[src/rtl/ram_arbiter.sv]
// ---------------------------------------------------------------------------
// RamArbiter (module ram_arbiter)
//
// Purpose:
//   Shares one single-port word RAM between an instruction fetch port
//   (read-only) and a data port (read/write with byte enables). The two ports
//   are served one access at a time with round-robin arbitration. Every access
//   is followed by a short drain window. During that window the RAM's
//   lingering ready signal is ignored, so it is never mistaken for the
//   completion of the next access.
//
// Ports:
//   clk_i, rst_i            clock (rising edge) and synchronous active-high reset
//   i_req_i, i_addr_i       instruction read request and word address
//   i_ack_o, i_rdata_o      instruction completion pulse and registered read data
//   d_req_i, d_we_i         data request and direction (1 write, 0 read)
//   d_addr_i, d_wdata_i,    data word address, write data and byte enables
//   d_be_i
//   d_ack_o, d_rdata_o      data completion pulse and registered read data
//   ram_read_o, ram_write_o RAM strobes, held for the whole access
//   ram_addr_o, ram_wdata_o,
//   ram_be_o                RAM address, write data and byte enables
//   ram_ready_i,            RAM completion handshake and read data
//   ram_rdata_i
//   busy_o                  high whenever the arbiter is not idle
// ---------------------------------------------------------------------------
module ram_arbiter #(
  parameter int ADDR_W       = 15,
  parameter int DRAIN_CYCLES = 2
) (
  input  logic              clk_i,
  input  logic              rst_i,
  input  logic              i_req_i,
  input  logic [ADDR_W-1:0] i_addr_i,
  output logic              i_ack_o,
  output logic [31:0]       i_rdata_o,
  input  logic              d_req_i,
  input  logic              d_we_i,
  input  logic [ADDR_W-1:0] d_addr_i,
  input  logic [31:0]       d_wdata_i,
  input  logic [3:0]        d_be_i,
  output logic              d_ack_o,
  output logic [31:0]       d_rdata_o,
  output logic              ram_read_o,
  output logic              ram_write_o,
  output logic [ADDR_W-1:0] ram_addr_o,
  output logic [31:0]       ram_wdata_o,
  output logic [3:0]        ram_be_o,
  input  logic              ram_ready_i,
  input  logic [31:0]       ram_rdata_i,
  output logic              busy_o
);

  // The drain counter has to hold DRAIN_CYCLES itself. DRAIN_CYCLES must be at least 1.
  localparam int CNT_W = $clog2(DRAIN_CYCLES + 1);
  localparam logic [CNT_W-1:0] DRAIN_LOAD = CNT_W'(DRAIN_CYCLES);
  localparam logic [CNT_W-1:0] CNT_ONE    = CNT_W'(1);

  localparam logic [1:0] IDLE   = 2'd0;
  localparam logic [1:0] ACCESS = 2'd1;
  localparam logic [1:0] DRAIN  = 2'd2;

  logic [1:0]        r_state;
  logic [CNT_W-1:0]  r_drainCnt;
  logic              r_lastGrantD;
  logic              r_winnerD;
  logic              r_read;
  logic              r_write;
  logic [ADDR_W-1:0] r_addr;
  logic [31:0]       r_wdata;
  logic [3:0]        r_be;
  logic              r_iAck;
  logic              r_dAck;
  logic [31:0]       r_iRdata;
  logic [31:0]       r_dRdata;

  logic w_anyReq;
  logic w_grantD;

  // Round-robin choice. A lone data request wins outright. When both ports
  // request, data wins only if instruction was the last one granted.
  assign w_anyReq = i_req_i | d_req_i;
  assign w_grantD = d_req_i & (~i_req_i | ~r_lastGrantD);

  // Main sequencer: IDLE samples requests and latches the winner's fields.
  // ACCESS holds the strobe until the RAM reports ready. DRAIN counts down
  // while ready and all requests are ignored. Reset parks the FSM in DRAIN,
  // so a RAM that was mid-access has time to drop ready before IDLE.
  always_ff @(posedge clk_i) begin
    if (rst_i) begin
      r_state      <= DRAIN;
      r_drainCnt   <= DRAIN_LOAD;
      r_lastGrantD <= 1'b1;
      r_winnerD    <= 1'b0;
      r_read       <= 1'b0;
      r_write      <= 1'b0;
      r_addr       <= '0;
      r_wdata      <= '0;
      r_be         <= '0;
      r_iAck       <= 1'b0;
      r_dAck       <= 1'b0;
      r_iRdata     <= '0;
      r_dRdata     <= '0;
    end else begin
      r_iAck <= 1'b0;
      r_dAck <= 1'b0;
      case (r_state)
        IDLE: begin
          if (w_anyReq) begin
            r_state      <= ACCESS;
            r_winnerD    <= w_grantD;
            r_lastGrantD <= w_grantD;
            if (w_grantD) begin
              r_addr  <= d_addr_i;
              r_wdata <= d_wdata_i;
              r_be    <= d_be_i;
              r_read  <= ~d_we_i;
              r_write <= d_we_i;
            end else begin
              // Instruction fetches are always full-word reads.
              r_addr  <= i_addr_i;
              r_wdata <= '0;
              r_be    <= 4'hF;
              r_read  <= 1'b1;
              r_write <= 1'b0;
            end
          end
        end
        ACCESS: begin
          if (ram_ready_i) begin
            r_read     <= 1'b0;
            r_write    <= 1'b0;
            r_state    <= DRAIN;
            r_drainCnt <= DRAIN_LOAD;
            if (r_winnerD) begin
              r_dAck <= 1'b1;
              // A write leaves the data port's last read value untouched.
              if (r_read) begin
                r_dRdata <= ram_rdata_i;
              end
            end else begin
              r_iAck   <= 1'b1;
              r_iRdata <= ram_rdata_i;
            end
          end
        end
        DRAIN: begin
          r_drainCnt <= r_drainCnt - CNT_ONE;
          if (r_drainCnt == CNT_ONE) begin
            r_state <= IDLE;
          end
        end
        default: begin
          r_state <= IDLE;
        end
      endcase
    end
  end

  assign i_ack_o     = r_iAck;
  assign i_rdata_o   = r_iRdata;
  assign d_ack_o     = r_dAck;
  assign d_rdata_o   = r_dRdata;
  assign ram_read_o  = r_read;
  assign ram_write_o = r_write;
  assign ram_addr_o  = r_addr;
  assign ram_wdata_o = r_wdata;
  assign ram_be_o    = r_be;
  assign busy_o      = (r_state != IDLE);

endmodule

[config.mk]
export PLATFORM = sky130hd
export DESIGN_NAME = ram_arbiter
export DESIGN_NICKNAME = d
export VERILOG_FILES = /design/src/rtl/ram_arbiter.sv
export SDC_FILE = /design/constraint.sdc
export NUM_CORES = 1
export LEC_CHECK = 0
export ABC_CLOCK_PERIOD_IN_PS = 2100
export CORE_MARGIN = 5
export CORE_UTILIZATION = 24
export CTS_CLUSTER_SIZE = 16
export DETAILED_ROUTE_END_ITERATION = 12
export PLACE_DENSITY_LB_ADDON = 0.12
export SLEW_MARGIN = 0
export SYNTH_ARGS = -nofsm -noshare
export SYNTH_HDL_FRONTEND = slang
export SYNTH_SLANG_ARGS = --single-unit
[constraint.sdc]
create_clock -name clk_i -period 2.1 [get_ports clk_i]
set_input_delay 0.63 -clock clk_i [delete_from_list [all_inputs] [get_ports clk_i]]
set_output_delay 0.63 -clock clk_i [all_outputs]
set_load 0.005 [all_outputs]
### Word level (Yosys, flattened, before mapping)

Index checks and enable logic that the tools add are counted.

* $add $sub $neg: 1
* eq/ne operators: 6
* mux-type cells: 17
* bitwise operators: 9
* reduce and logical (&&, ||, !) cells: 11

Operators by type and width (count)
* $mux 32: 1
* $mux 15: 1
* $reduce_and 3->1: 3
* $mux 1: 7
* $mux 2: 3
* $ne 2x2->1 const B: 3
* $not 1->1: 6
* $pmux 2 s3: 1
* $reduce_bool 2->1: 3
* $eq 2x1->1 const B: 2
* $mux 4: 1
* $pmux 1 s2: 2
* $pmux 2 s2: 1
* $reduce_and 2->1: 2
* $reduce_and 4->1: 1
* $reduce_or 3->1: 1
* $eq 2x2->1 const B: 1
* $logic_not 2->1: 1
* $or 1x1->1: 2
* $sub 2x1->2 const B: 1
* $and 1x1->1: 1

* register bits after elaboration: 125
* bits of input ports: 104
* word-level logic and storage cells: 57

### Logic depth before layout (Yosys ltp)

Gate-level depths: netlist of the first run.

* depth after elaboration: 6
* gate-level depth with buffers: 6

### Worst setup path after synthesis of the first run

No wires, ideal clock.

* path kind: input-to-reg
* start point: input port d_req_i
* end point: register r_read (netlist: ram_read_o)
* arrival: 1525 ps
* data required time: 1983 ps
* setup slack: 458 ps
* stages: 5
* path through: or2_4 -> buf_6 -> and2_4 -> buf_6 -> a32o_1

* longest elaborated chain between the ends: 4
* elaborated cells on any way between the ends: 7
* those cells by class: eq/ne (1); mux (3); bitwise (2); reduce/logical (1)

RTL lines
* start, declared: RTL line 37 `input logic d_req_i,`
* $and 1x1->1: RTL line 83 `assign w_grantD = d_req_i & (~i_req_i | ~r_lastGrantD);`
* $mux 1: RTL line 113 `if (w_grantD) begin`
* $mux 1: RTL line 109 `if (w_anyReq) begin`
* $pmux 1 s2: RTL line 107 `case (r_state)`
* end signal, assigned: RTL line 117 `r_read <= ~d_we_i;`
* end, declared: RTL line 67 `logic r_read;`

Parallel ways exist; a longest one is shown, timed or not. The select of a mux whose other input is x is not followed.
A chain may end at the register's enable or synchronous reset.

### Worst setup path in the final report of the first run

* start point: register r_write (netlist: ram_write_o)
* end point: output port ram_write_o

RTL lines
* start, declared: RTL line 68 `logic r_write;`
* start signal, assigned: RTL line 118 `r_write <= d_we_i;`
* end, declared: RTL line 45 `output logic ram_write_o,`

No word-level cell between the ends.

==> impl_results.md, run 1 <==
* Vias in the first global route at approximately 4400
* Crit path max-delay family: buffers and inverters
* Worst path arrival time at between 1000 and 1500 ps
* Peak Freq at 520 MHz
* CP max stage cell: clkdlybuf4s50_1
* #FFs+latches synth at about 130
* Worst Tran Pin Value at approximately 360 ps
* # DRC at 0
* Register area share after synthesis at 53.5%
* Min Tclk post-route at between 1500 and 2000 ps
* Commonest non-fill, non-tap cells in the layout: 220 x clkdlybuf4s50_1, 163 x nand2_1, 124 x dfxtp_1
* CTS Buffer Depth at 2
* Synthesized area at approximately 4700 um^2
* Crit share post-route at 91.6%
* Most common library cell in the layout ignoring fill and taps: clkdlybuf4s50_1
* Nature of the critical path endpoint: primary output
* CTS tree: built
* Status: completed
* Remaining global-route overflow at 0
* Async SR Flop Fraction at 0%
* Num Clock Sinks at roughly 130
* Area grow syn2layout at 68.1%
* CP Launch Type: register
* Post-CTS setup buffers at 0
* RSZ-0062 raised after global routing: false
* Hold Crit Class: reg -> reg
* Port Buffers at around 220
* Diode count at 0
* Cts bufs inserted at 17
* Leak Pwr at 0.00307 uW
* Fin cells at ~1000
* Crit path buffers/inverters at 1
* Largest net degree at the start of global routing at 36
* Core area at 19300 um^2
* Later-pin clock latency in the skew report at around 420 ps
* Die height at about 150 um
* Die width at between 100 and 150 um
* Die area at about 22000 um^2
* Tot GR Track Use at a little over an eighth
* Initial Util at 24.2%
* Routed Antenna Nets at 0
* Top-Level Pins at between 200 and 250
* Ys Warns at 0
* VDD IR max at approximately 0.53 mV
* DR vias at 4296
* HPWL Detailed at around 11 mm
* Number of flops mapped to enable cells by yosys at 0
* Critical path class: reg -> out
* CTS root buf: clkbuf_16
* Worst Path Max Fanout at 2
* Syn_area_per_cell at 9.49 um^2
* Post-placement cell count at roughly 960
* Max-cap viol count at 0
* Nets at approximately 820
* CP peak stage delay at roughly 550 ps
* Pre-antenna DRT Iters at 4
* H-tree Lvls at 4
* Share of layout cells above drive strength 1 at a little under a tenth
* Ys flop type: dfxtp_1
* WL final at about 15 mm
* # fillers at about 1900
* First-pass GRT wire length at between 20 and 25 mm
* Post-synthesis net count at 598
* FP Rows at around 50
* Initial antenna violation count at 0
* Clk_skew at approximately 9.6 ps
* Setup Viol. Count Final at 0
* Yosys cell types at 40
* Fin Setup TNS at 0 ps
* DR iter-0 viols at approximately 150
* GPL Wtd Cong at 0.767
* Vias per inst at 4.34
* Relative slew slack at around three quarters
* Slew Viols, Final at 0
* Routed wire per std cell at between 15 and 20 um
* CTS clk-pin slew, worst paths at ~50 ps
* WP data required at 1470 ps
* Hold buffer count at cts at 0
* Hold Vio Cnt, Final at 0
* CP cell instances: clkdlybuf4s50_1
* PD cells at between 800 and 900 nW/um^2
* Post-synthesis cell count at 493
-- synthesized netlist by cell type, drive strengths merged (2+ instances only) --
library cell	count	share of area, %
buf	28	4.4
nor2	5	0.56
a311oi	15	3.1
nor3	2	0.45
o221a	4	0.96
mux2i	33	7.1
inv	4	0.32
a22o	32	6.0
dfxtp	125	53
nand2	163	13
a21oi	51	5.5
clkbuf	12	0.96
-- state kept, by name, summed over array words and instances, names as in the netlist --
| register | cells |
|---|---|
| r_drainCnt | 2 |
| i_ack_o | 1 |
| ram_read_o | 1 |
| ram_be_o | 4 |
| r_winnerD | 1 |
| ram_write_o | 1 |
| d_rdata_o | 32 |
| ram_wdata_o | 32 |
| r_state | 2 |
| ram_addr_o | 15 |
| r_lastGrantD | 1 |
| d_ack_o | 1 |
| i_rdata_o | 32 |
-- layer usage --
metal	track usage, %	vias up	share of wire, %
li1	-	2130	-
met1	15.8	1973	43
met3	6.75	18	11
met4	5.17	0	1.5
met5	0	-	0
met2	20.8	175	45
-- timing repair --
action,in CTS,in global routing
resized for setup,3,1
gates cloned,0,0
endpoints found under the setup margin,1,1
-- path summary, 6_finish.rpt --
path / endpoint / from / depth (start not counted) / slack [ps]
hold / removal: i_rdata_o[25] / i_rdata_o[25] / 2 / 460
hold reg to reg: i_rdata_o[25] / i_rdata_o[25] / 2 / 460
setup reg to reg: ram_be_o[2] / r_state[1] / 4 / 700
setup / recovery: ram_write_o / ram_write_o / 1 / 180
-- metrics by stage --
stage | utilization, % | power [uW] | instance area [um^2] | hold WS [ps] | setup slack [ps]
after floorplan | - | 3040 | 4680 | 443 | 458
after global placement | 37.1 | 3560 | 7180 | 441 | 45.8
after detailed placement | 37.1 | 3580 | 7180 | 449 | 16.2
after CTS | 40.7 | 7010 | 7870 | 457 | 30.2
after global routing | 40.7 | 7210 | 7870 | 474 | 87.5
final | 40.7 | 6900 | 7870 | 456 | 176
-- cell families (layout without fill, tap and decap cells) --
family                   Yosys count  after routing  synth area share [%]
AO/OA/AOI/OAI                    110            110                  17.4
flip-flops                       125            125                  53.5
adder cells (fa/ha/maj)            1              1                 0.267
buffers and inverters             44            276                  5.72
AND/OR/NAND/NOR                  180            180                  16.1
multiplexers                      33             33                  7.06
-- where the power goes --
group | internal (uW) | total (uW) | leakage, uW | switching [uW]
combinational | 530 | 919 | 0.00174 | 389
clock | 2270 | 3380 | 0.000325 | 1110
sequential | 2510 | 2600 | 0.00101 | 91.8
-- layout make-up --
type | instances | area, um^2 | share of cell area, %
multi-input cells | 324 | 1920 | 24.3
well taps | 265 | 332 | 4.21
repair buffers | 240 | 2420 | 30.7
clock inverters | 13 | 238 | 3.02
flip-flops and latches | 125 | 2510 | 31.9
inverters | 4 | 15.0 | 0.191
clock buffers | 19 | 443 | 5.63
Note: power is estimated with default switching activity, not from simulation.
==> run 2, diff against run 1 <==
Settings changed: CORE_UTILIZATION 24 to 25.
==> run 2 against run 1 <==
- worst setup slack lost 58 ps
- core utilization is 1.1 points higher
- sequential power about the same
- total power is 6.6% lower
- critical endpoint is now ram_read_o
==> impl_results.md, run 2 (synthesized netlist as in run 1, its figures left out) <==
* Vias per inst at 4.47 (+3.0%)
* Hold Vio Cnt, Final at 0 (unchanged)
* Num Clock Sinks at 125 (unchanged)
* Hold buffer count at cts at 0 (unchanged)
* Nature of the critical path endpoint: primary output
* RSZ-0062 raised after global routing: false
* CP max stage cell: clkdlybuf4s50_1
* WP data required at 1470 ps (about the same)
* Share of layout cells above drive strength 1 at 8.98% (-0.13 points)
* Max-cap viol count at 0 (unchanged)
* Nets at 817 (unchanged)
* Worst path arrival time at 1350 ps (+60 ps)
* Cts bufs inserted at 17 (unchanged)
* CTS Buffer Depth at 2 (unchanged)
* Worst Path Max Fanout at 3 (+1)
* Initial antenna violation count at 0 (unchanged)
* CP cell instances: clkdlybuf4s50_1
* Post-CTS setup buffers at 0 (unchanged)
* Fin Setup TNS at 0 ps (unchanged)
* Relative slew slack at 73.3% (-1.8 points)
* Tot GR Track Use at 13.9% (+0.53 points)
* First-pass GRT wire length at 24.0 mm (+3.2%)
* Port Buffers at 223 (unchanged)
* Most common library cell in the layout ignoring fill and taps: clkdlybuf4s50_1
* Diode count at 0 (unchanged)
* Die height at 147 um (-1.9%)
* Die width at 147 um (-1.9%)
* Routed Antenna Nets at 0 (unchanged)
* CTS root buf: clkbuf_16
* VDD IR max at 0.518 mV (-2.5%)
* Vias in the first global route at 4502 (+1.4%)
* Peak Freq at 504 MHz (-2.9%)
* Routed wire per std cell at 15.7 um (+3.3%)
* DR vias at 4281 (-0.35%)
* Crit share post-route at 94.4% (+2.8 points)
* H-tree Lvls at 4 (unchanged)
* Hold Crit Class: reg -> reg
* Remaining global-route overflow at 0 (unchanged)
* Top-Level Pins at 224 (unchanged)
* Die area at 21600 um^2 (-3.7%)
* GPL Wtd Cong at 0.744 (-2.9%)
* Later-pin clock latency in the skew report at 400 ps (-20 ps)
* Crit path max-delay family: buffers and inverters
* Critical path class: reg -> out
* # fillers at 1805 (-7.3%)
* Worst Tran Pin Value at 400 ps (+36.1 ps)
* Initial Util at 25.2% (+0.98 points)
* FP Rows at 50 (-2.0%)
* # DRC at 0 (unchanged)
* Area grow syn2layout at 65.8%
* Status: completed
* Pre-antenna DRT Iters at 4 (unchanged)
* CTS tree: built
* CTS clk-pin slew, worst paths at 60 ps (about the same)
* Worst hold slack at 453 ps (-2.52 ps)
* CP Launch Type: register
* Leak Pwr at 0.00302 uW (-1.6%)
* Crit path buffers/inverters at 1 (unchanged)
* Slew Viols, Final at 0 (unchanged)
* Setup Viol. Count Final at 0 (unchanged)
* Commonest non-fill, non-tap cells in the layout: 221 x clkdlybuf4s50_1, 163 x nand2_1, 124 x dfxtp_1
* Min Tclk post-route at 1980 ps (+58.0 ps)
* Final core occ at 41.8% (+1.1 points)
* Post-placement cell count at 927 (-3.2%)
* WL final at 15.0 mm (about the same)
* Final Power at 6440 uW (-6.6%)
* CP peak stage delay at 550 ps (about the same)
* DR iter-0 viols at 191 (+24%)
* Core area at 18600 um^2 (-3.9%)
* Largest net degree at the start of global routing at 40 (+11%)
* Clk_skew at 8.46 ps (-1.13 ps)
* PD cells at 830 nW/um^2 (-5.3%)
* Fin cells at 958 (-3.2%)
* HPWL Detailed at 10.9 mm (+1.1%)
## run 2: final cells by class
cell class                      instances  area, um^2  share of cell area (%)
Inverter                                4        15.0                   0.193
Tap cell                              234         293                    3.77
Timing Repair Buffer                  240        2440                    31.5
Clock buffer                           19         443                    5.71
Sequential cell                       125        2510                    32.3
Multi-Input combinational cell        324        1920                    24.7
Clock inverter                         12         146                    1.89
## run 2: routing by layer
metal	share of wire (%)	wire, um	up-vias	track usage [%]
met2	44	6690	157	21.9
met1	44	6610	1982	16.4
li1	-	-	2130	-
met5	0	0	-	0
met3	10	1570	12	7.50
met4	1.0	155	0	4.09
## run 2: path summary, 6_finish.rpt
check	startpoint	endpoint	slack (ps)	cells past startpoint
min	i_rdata_o[19]	i_rdata_o[19]	450	2
max	ram_read_o	ram_read_o	120	1
max reg2reg	r_state[1]	ram_addr_o[9]	660	4
min reg2reg	i_rdata_o[19]	i_rdata_o[19]	450	2
## run 2: where the power goes
group	switching [uW]	internal, uW	leakage (uW)
Clock	1040	1880	0.000284
Sequential	87.3	2510	0.00101
Combinational	396	534	0.00173
## run 2: timing repair
item	in CTS	in global routing
resized for setup	3	0
endpoints found under the setup margin	1	0
endpoints found under the hold margin	0	0
## run 2: metrics by stage
step | worst slack, ps | area, um^2
2_1_floorplan | 458 | 4680
3_3_place_gp | 65.4 | 7170
3_5_place_dp | 41.9 | 7170
4_1_cts | 63.1 | 7760
5_1_grt | 34.7 | 7760
6_report | 118 | 7760
